--- src/rtl/pulse_stretch_bank.sv ---
// pulse_stretch_bank
//   A bank of independent button channels. Each channel synchronises a raw
//   button level, debounces it, and turns every accepted rising edge into a
//   stretched pulse. The per-channel mode selects how a channel responds.
//
//   Ports
//     clk        single clock for all logic
//     reset      synchronous, active-high reset
//     btn        [CHANNELS]   asynchronous raw button levels
//     mode       [2*CHANNELS] per-channel mode, bits [2i+1:2i] for channel i
//                  00 one-shot, 01 retrigger, 10 auto-repeat, 11 level pass-through
//     pulse_out  [CHANNELS]   stretched trigger output (registered)
//     edge_out   [CHANNELS]   one-cycle strobe per accepted rising edge (registered)

// pulse_stretch_chan
//   One channel of the bank: 2-flop synchroniser, debounce, pulse counter,
//   auto-repeat counter and registered mode.
//
//   Ports
//     clk, reset  shared clock and synchronous active-high reset
//     btn         raw button level for this channel
//     mode        2-bit mode for this channel
//     pulse_out   stretched pulse (or debounced level in mode 11)
//     edge_out    one-cycle strobe per serviced rising edge
module pulse_stretch_chan #(
    parameter int          CW            = 24,
    parameter int unsigned PULSE_LEN     = 24'hFFFFF,
    parameter int          DEBOUNCE      = 1,
    parameter int unsigned REPEAT_DELAY  = 24'h3FFFFF,
    parameter int unsigned REPEAT_PERIOD = 24'h1FFFFF
) (
    input  logic       clk,
    input  logic       reset,
    input  logic       btn,
    input  logic [1:0] mode,
    output logic       pulse_out,
    output logic       edge_out
);

    localparam logic [1:0] MODE_ONESHOT = 2'b00;
    localparam logic [1:0] MODE_RETRIG  = 2'b01;
    localparam logic [1:0] MODE_REPEAT  = 2'b10;
    localparam logic [1:0] MODE_LEVEL   = 2'b11;

    // Stability counter only has to reach DEBOUNCE-1.
    localparam int SW = (DEBOUNCE > 1) ? $clog2(DEBOUNCE) : 1;

    localparam logic [CW-1:0] PLEN = CW'(PULSE_LEN);
    localparam logic [CW-1:0] RDLY = CW'(REPEAT_DELAY);
    localparam logic [CW-1:0] RPER = CW'(REPEAT_PERIOD);
    localparam logic [SW-1:0] STAB_LAST = SW'(DEBOUNCE - 1);

    logic          s1;
    logic          s2;
    logic          lvl;
    logic [SW-1:0] stab;
    logic [CW-1:0] cnt;
    logic [CW-1:0] rpt;
    logic [1:0]    mode_r;

    logic          lvl_nxt;
    logic [SW-1:0] stab_nxt;
    logic          rise;
    logic          busy;
    logic          take;
    logic          mode_chg;
    logic [1:0]    mode_eff;
    logic [CW-1:0] cnt_dec;
    logic [CW-1:0] rpt_dec;
    logic [CW-1:0] cnt_nxt;
    logic [CW-1:0] rpt_nxt;
    logic          pulse_nxt;

    // Debounce: lvl follows s2 only once s2 has disagreed with it for
    // DEBOUNCE consecutive edges; any agreement restarts the count.
    always_comb begin
        lvl_nxt  = lvl;
        stab_nxt = '0;
        rise     = 1'b0;
        if (s2 != lvl) begin
            if (stab == STAB_LAST) begin
                lvl_nxt = s2;
                rise    = s2;
            end else begin
                stab_nxt = stab + SW'(1);
            end
        end
    end

    // Pulse / repeat counters. Both saturate at zero.
    always_comb begin
        busy     = (cnt != '0);
        cnt_dec  = busy ? (cnt - CW'(1)) : '0;
        rpt_dec  = (rpt != '0) ? (rpt - CW'(1)) : '0;
        mode_chg = (mode != mode_r);
        mode_eff = mode_chg ? mode : mode_r;
        take     = rise;
        cnt_nxt  = cnt_dec;
        rpt_nxt  = '0;

        case (mode_r)
            MODE_ONESHOT: begin
                // Edges during an active pulse are dropped entirely.
                take = rise & ~busy;
                if (take) cnt_nxt = PLEN;
            end
            MODE_RETRIG: begin
                if (rise) cnt_nxt = PLEN;
            end
            MODE_REPEAT: begin
                if (rise) begin
                    cnt_nxt = PLEN;
                    rpt_nxt = RDLY;
                end else if (lvl) begin
                    // Held button: count down, fire and re-arm on reaching 1.
                    if (rpt == CW'(1)) begin
                        cnt_nxt = PLEN;
                        rpt_nxt = RPER;
                    end else begin
                        rpt_nxt = rpt_dec;
                    end
                end
                // lvl low leaves rpt_nxt at 0; the running pulse finishes.
            end
            default: begin
                // Level pass-through keeps both counters idle.
                cnt_nxt = '0;
            end
        endcase

        // A mode change aborts whatever was running and swallows this edge.
        if (mode_chg) begin
            cnt_nxt = '0;
            rpt_nxt = '0;
            take    = 1'b0;
        end

        pulse_nxt = (mode_eff == MODE_LEVEL) ? lvl_nxt : (cnt_nxt != '0);
    end

    always_ff @(posedge clk) begin
        if (reset) begin
            s1        <= 1'b0;
            s2        <= 1'b0;
            lvl       <= 1'b0;
            stab      <= '0;
            cnt       <= '0;
            rpt       <= '0;
            mode_r    <= mode;
            pulse_out <= 1'b0;
            edge_out  <= 1'b0;
        end else begin
            s1        <= btn;
            s2        <= s1;
            lvl       <= lvl_nxt;
            stab      <= stab_nxt;
            cnt       <= cnt_nxt;
            rpt       <= rpt_nxt;
            mode_r    <= mode;
            pulse_out <= pulse_nxt;
            edge_out  <= take;
        end
    end

endmodule

module pulse_stretch_bank #(
    parameter int          CHANNELS      = 4,
    parameter int          CW            = 24,
    parameter int unsigned PULSE_LEN     = 24'hFFFFF,
    parameter int          DEBOUNCE      = 1,
    parameter int unsigned REPEAT_DELAY  = 24'h3FFFFF,
    parameter int unsigned REPEAT_PERIOD = 24'h1FFFFF
) (
    input  logic                  clk,
    input  logic                  reset,
    input  logic [CHANNELS-1:0]   btn,
    input  logic [2*CHANNELS-1:0] mode,
    output logic [CHANNELS-1:0]   pulse_out,
    output logic [CHANNELS-1:0]   edge_out
);

    for (genvar i = 0; i < CHANNELS; i++) begin : g_ch
        pulse_stretch_chan #(
            .CW            (CW),
            .PULSE_LEN     (PULSE_LEN),
            .DEBOUNCE      (DEBOUNCE),
            .REPEAT_DELAY  (REPEAT_DELAY),
            .REPEAT_PERIOD (REPEAT_PERIOD)
        ) u_ch (
            .clk       (clk),
            .reset     (reset),
            .btn       (btn[i]),
            .mode      (mode[2*i +: 2]),
            .pulse_out (pulse_out[i]),
            .edge_out  (edge_out[i])
        );
    end

endmodule

--- config.mk ---
export PLATFORM = sky130hd
export DESIGN_NAME = pulse_stretch_bank
export DESIGN_NICKNAME = d
export VERILOG_FILES = /design/src/rtl/pulse_stretch_bank.sv
export SDC_FILE = /design/constraint.sdc
export NUM_CORES = 1
export LEC_CHECK = 0
export CORE_MARGIN = 8
export CORE_UTILIZATION = 50
export DETAILED_ROUTE_END_ITERATION = 16
export HOLD_SLACK_MARGIN = 0.12
export PLACE_DENSITY = 0.66
export SLEW_MARGIN = 20
export SYNTH_ARGS = -nofsm -noshare
export SYNTH_HDL_FRONTEND = slang
export SYNTH_SLANG_ARGS = --single-unit
--- constraint.sdc ---
create_clock -name clk -period 3.7 [get_ports clk]
set_input_delay 1.11 -clock clk [delete_from_list [all_inputs] [get_ports clk]]
set_output_delay 1.11 -clock clk [all_outputs]
set_load 0.01 [all_outputs]
==> out/results.ini, run 1 <==
[timing]
grt_setup_unrepaired=no
setup_viol=0
worst_pin_slew_ns=0.835
max_slew_margin_pct=44.3
final.setup.tns_ns=0
skew_ns=0.0129
min_period_ns=3.06
slew_viol_final=0
fin_hold_ws_ns=0.440
fmax_mhz=327
setup_slack_ns=0.639
hold_viol=0
fin_crit_sh_pct=82.7

[global_routing]
grt_overflow=0
grt_antenna_before_repair=0
grt_pass1_wl_mm=48.2
grt_start_max_net_pins=23
grt_pass1_vias=10005
track_usage_pct=19.2

[detailed_routing]
drt_wl_total_mm=28.8
drc=0
routedWlPerCell_um=15.4
dr.first_iter.drc_count=958
vias=10753
firstDrtPassIters=5
via_per_inst=5.76
final_antenna_net_count=0

[floorplan]
initial_core_util_pct=50.5
core_um2=24100
dieArea_um2=29600
die_w_um=172
io_pins=22
rows=57
die_h_um=172

[worst_setup_path]
cp.depth=10
path_class=flop to flop
cp.arrival_ns=3.47
cp_slowest_stage_delay_ns=0.52
cp_top_family=simple AND/OR/NAND/NOR gates
rr_worst_depth=10
timing.rr.start=g_ch[0].u_ch.cnt[0]
path_max_fanout=16
crit_required_ns=4.11
cp-start-kind=flop
path_cells=inv_1 -> ha_1 -> nor4b_1 -> and4_1 -> and2_1 -> nor2_1 -> a22o_1 -> a211oi_1 -> o2111ai_1 -> o311a_1
critPathCaptureType=flop
reg2reg_to=g_ch[0].u_ch.pulse_out
cp_slowest_cell=and2_1
critical_path_buf_inv_count=1
rrSetupSlack_ns=0.64

[clocking]
cts_buffer_depth=3
cts_setup_buffers=0
clock_sinks=224
cts_tree=yes
cts_resized=0
clk_latency_ns=0.53
clockRootBuffer=clkbuf_16
holdBufCountCts=0
cts_buffers=26
clkTransAtPathRegs_ns=0.06
htreeDepth=1

[yosys]
syn_area_per_cell_um2=8.06
synth_edf_count=0
syn_area_um2=12200
ys_ff_latch=224
synthCells=1510
yosysTopAreaCell=dfxtp_1
ys_types=87
seq_area_frac_synth_pct=36.8
yosys_warnings=0
synth_ff_type=dfxtp_1
synthArstFlopShare_pct=0
synth_area_leaders=dfxtp_1 37%, nor2_1 6.5%, xnor2_1 6.0%
synth_top_cell_area_share_pct=36.8

[final_layout]
antenna_cells=0
num-fill-cells=2261
synthToLayoutAreaGrowth_pct=11.6
utilization_pct=56.3
nNetsFinal=1557
drive_above_1_share_pct=8.62

[power_and_ir_drop]
power_leakage_nw=5.45
power_density_nw_per_um2=1080
vdd_drop_max_mv=1.11

[flow_run]
maxCapViolCount=0

[placement]
post-place-ws_ns=0.349
port-buffer-count=21
dp_hpwl_mm=19.9
place_congestion=0.942

[hold_path]
min_path_cells=1
hold_class=flop to flop
worstHoldStart=g_ch[2].u_ch.s1
hold_end=g_ch[2].u_ch.s2

[status]
status=complete, no violations

-- power by group --
group / switching, mW / total (mW) / leakage, nW / internal (mW)
registers: 0.331 / 3.04 / 1.82 / 2.71
logic: 5.29 / 9.02 / 3.20 / 3.72
clock network: 0.987 / 2.54 / 0.430 / 1.55
total: 6.61 / 14.6 / 5.45 / 7.98
-- kinds of logic (layout without fill, tap and decap cells) --
kind of cell | Yosys count | in the layout | synth area share [%]
adders and majority gates | 18 | 18 | 1.85
buffers and inverters | 107 | 137 | 3.98
muxes | 4 | 4 | 0.329
DFF | 224 | 224 | 36.8
other | 1 | 4 | 0.0308
AOI/OAI and AO/OA | 331 | 331 | 17.4
xor gates and xnor gates | 160 | 160 | 11.5
and+or+nand+nor | 665 | 665 | 28.0
-- how the worst max path moves through the flow --
stage / from / endpoint / slack [ns]
6_report: g_ch[0].u_ch.cnt[0] / g_ch[0].u_ch.pulse_out / 0.64
5_1_grt: g_ch[2].u_ch.cnt[14] / g_ch[2].u_ch.pulse_out / 0.39
4_1_cts: g_ch[1].u_ch.cnt[4] / g_ch[1].u_ch.pulse_out / 0.65
3_5_place_dp: mode[1] / g_ch[0].u_ch.pulse_out / 0.35
3_3_place_gp: mode[7] / g_ch[3].u_ch.pulse_out / 0.38
2_1_floorplan: g_ch[0].u_ch.cnt[0] / g_ch[0].u_ch.pulse_out / 0.87
-- synth_stat cells, types with 17 or more instances --
library cell / instances
clkbuf_1: 54
nand2_1: 122
inv_1: 31
xor2_1: 77
nor2b_1: 18
nor3_1: 55
or3_1: 25
nand3_1: 29
a21oi_1: 127
ha_1: 18
o21ai_0: 62
xnor2_1: 83
nor2_1: 212
dfxtp_1: 224
or4_1: 29
nor4_1: 54
nand4_1: 17
-- metal layers --
layer / routed length (um) / vias up / track usage [%] / share of wire, %
met2: 12600 / 263 / 30.6 / 44
met1: 14200 / 5007 / 27.1 / 49
met5: 0 / - / 0 / 0
li1: - / 5431 / - / -
met4: 589 / 0 / 5.13 / 2.0
met3: 1370 / 52 / 2.33 / 4.8
-- layout make-up --
type,count,area (um^2),share of cell area (%)
multi-input combinational,1182,7210,53.1
sequential,224,4480,33.0
clock buffer,40,805,5.93
timing repair buffer,60,498,3.67
tap,324,405,2.99
inverter,31,116,0.857
clock inverter,6,55.1,0.406
-- through the flow --
stage	cells	area, um^2	total power, mW
floorplan	1513	12200	10.0
global placement	1821	12700	11.9
detailed placement	1821	12700	11.9
CTS	1867	13600	14.5
global route	1867	13600	15.8
finish	1867	13600	14.6
-- worst reg2reg max path: cells and delay by family, from the launching register on --
family | cells | cell delay [ns]
flops | 1 | 0.33
buf+inv | 1 | 0.12
fa+ha+maj | 1 | 0.15
compound gates | 4 | 0.89
simple gates | 4 | 1.47
-- flip-flops by register name, summed over array words and instances (netlist names) --
signal	count
g_ch.u_ch.stab	4
g_ch.u_ch.edge_out	4
g_ch.u_ch.cnt	96
g_ch.u_ch.rpt	96
g_ch.u_ch.s1	4
g_ch.u_ch.mode_r	8
g_ch.u_ch.s2	4
g_ch.u_ch.lvl	4
g_ch.u_ch.pulse_out	4
-- cell usage in the layout, fill, tap and decap left out, types with 15 or more instances in the layout --
| cell type | n |
|---|---|
| a21oi_1 | 127 |
| a31oi_1 | 16 |
| and3_1 | 16 |
| buf_4 | 39 |
| clkbuf_16 | 27 |
| clkdlybuf4s50_1 | 20 |
| dfxtp_1 | 224 |
| ha_1 | 18 |
| inv_1 | 31 |
| nand2_1 | 122 |
| nand3_1 | 29 |
| nand4_1 | 17 |
| nor2_1 | 212 |
| nor2b_1 | 18 |
| nor3_1 | 55 |
| nor4_1 | 54 |
| o21ai_0 | 62 |
| o31ai_1 | 15 |
| or2_2 | 16 |
| or3_1 | 25 |
| or4_1 | 29 |
| xnor2_1 | 83 |
| xor2_1 | 77 |
No activity file was read; power rests on OpenSTA's default activity.
==> run 2: changes to the inputs <==
==> constraint.sdc (replaced) <==
create_clock -name clk -period 3 [get_ports clk]
set_input_delay 0.9 -clock clk [delete_from_list [all_inputs] [get_ports clk]]
set_output_delay 0.9 -clock clk [all_outputs]
set_load 0.01 [all_outputs]
==> out/results.ini, run 2 (synthesis gave the netlist of run 1 again) <==
[worst_setup_path]
cp-start-kind=flop
critPathCaptureType=flop
path_max_fanout=5
path_class=flop to flop
cp.arrival_ns=3.34
crit_required_ns=3.40

[flow_run]
maxCapViolCount=0

[detailed_routing]
vias=10887
routedWlPerCell_um=15.1
final_antenna_net_count=0
firstDrtPassIters=5
dr.first_iter.drc_count=925
drc=0
via_per_inst=5.66
drt_wl_total_mm=29.1

[placement]
post-place-cells=1878
place_congestion=0.879
port-buffer-count=21
dp_hpwl_mm=20.7

[floorplan]
dieArea_um2=29600
io_pins=22
die_h_um=172
rows=57
initial_core_util_pct=50.5
die_w_um=172
core_um2=24100

[final_layout]
antenna_cells=0
fin_cells=1924
mostFrequentLayoutCell=dfxtp_1
drive_above_1_share_pct=12.4
num-fill-cells=2254
synthToLayoutAreaGrowth_pct=15.7
final_cell_mix=222 x dfxtp_1, 212 x nor2_1, 127 x a21oi_1, 122 x nand2_1, 95 x buf_4
nNetsFinal=1614
utilization_pct=58.4
largestRegisters=g_ch.u_ch.cnt: 96 flops, g_ch.u_ch.rpt: 96 flops, g_ch.u_ch.mode_r: 8 flops

[status]
status=complete, no violations

[clocking]
cts_buffer_depth=3
clockRootBuffer=clkbuf_16
htreeDepth=1
cts_buffers=26
cts_tree=yes
clock_sinks=224
clk_latency_ns=0.53
clkTransAtPathRegs_ns=0.06
cts_setup_buffers=0

[timing]
worst_pin_slew_ns=0.764
max_slew_margin_pct=49.0
setup_viol=0
skew_ns=0.0168
fin_crit_sh_pct=97.9
grt_setup_unrepaired=yes
hold_viol=0
fmax_mhz=340
slew_viol_final=0
min_period_ns=2.94

[global_routing]
track_usage_pct=19.5
grt_antenna_before_repair=0
grt_overflow=0
grt_start_max_net_pins=26
grt_pass1_vias=10205
grt_pass1_wl_mm=49.0

[power_and_ir_drop]
p_total_mw=18.9
power_leakage_nw=5.74
power_density_nw_per_um2=1350
vdd_drop_max_mv=1.61

[hold_path]
hold_class=flop to flop

==> run 2: final timing paths <==
| path | slack, ns | cells after the start | from | endpoint |
|---|---|---|---|---|
| setup / recovery | 0.06 | 8 | g_ch[1].u_ch.rpt[12] | g_ch[1].u_ch.pulse_out |
| hold / removal | 0.44 | 1 | g_ch[2].u_ch.s1 | g_ch[2].u_ch.s2 |
| setup reg to reg | 0.06 | 8 | g_ch[1].u_ch.rpt[12] | g_ch[1].u_ch.pulse_out |
| hold reg to reg | 0.44 | 1 | g_ch[2].u_ch.s1 | g_ch[2].u_ch.s2 |
==> run 2: what timing repair did <==
action,4_1_cts,5_1_grt
resized for setup,0,10
hold buffers,0,0
setup endpoints to repair,0,4
==> run 2: through the flow <==
step	area, um^2	setup WS, ns	hold WS (ns)	setup TNS, ns
floorplan	12200	0.169	0.414	0
global placement	13200	0.0721	0.420	0
detailed placement	13200	0.0217	0.428	0
CTS	14000	0.00975	0.444	0
global route	14100	-0.0602	0.451	-0.0770
finish	14100	0.0628	0.436	0
==> run 2: report_power, final <==
part / leakage, nW / switching [mW] / internal (mW)
clock network: 0.440 / 1.21 / 2.00
registers: 1.82 / 0.378 / 3.34
logic: 3.48 / 6.66 / 5.35
total: 5.74 / 8.25 / 10.7
==> run 2: cell type report <==
| cell class | count | area [um^2] | area share, % |
|---|---|---|---|
| timing repair buffer | 117 | 938 | 6.67 |
| multi-input combinational | 1182 | 7240 | 51.5 |
| clock buffer | 40 | 805 | 5.72 |
| inverter | 31 | 116 | 0.827 |
| tap | 324 | 405 | 2.88 |
| clock inverter | 6 | 80.1 | 0.569 |
| sequential | 224 | 4490 | 31.9 |
==> run 2: worst max-delay path: stages (launching register included) <==
cell and delay [ns]:
dfxtp_2 0.32, or4_4 0.55, or4_4 0.48, nor4_4 0.35, a21oi_2 0.11, o2111a_1 0.28, a2111o_1 0.40, o31ai_2 0.23
o21ai_1 0.10
==> run 2: per-layer routing <==
metal	vias up	routed length (um)	GRT usage (%)	share of wire, %
met4	0	606	5.25	2.1
met1	5045	14000	27.3	48
met2	250	13000	31.2	45
li1	5544	-	-	-
met3	48	1540	2.63	5.3
met5	-	0	0	0
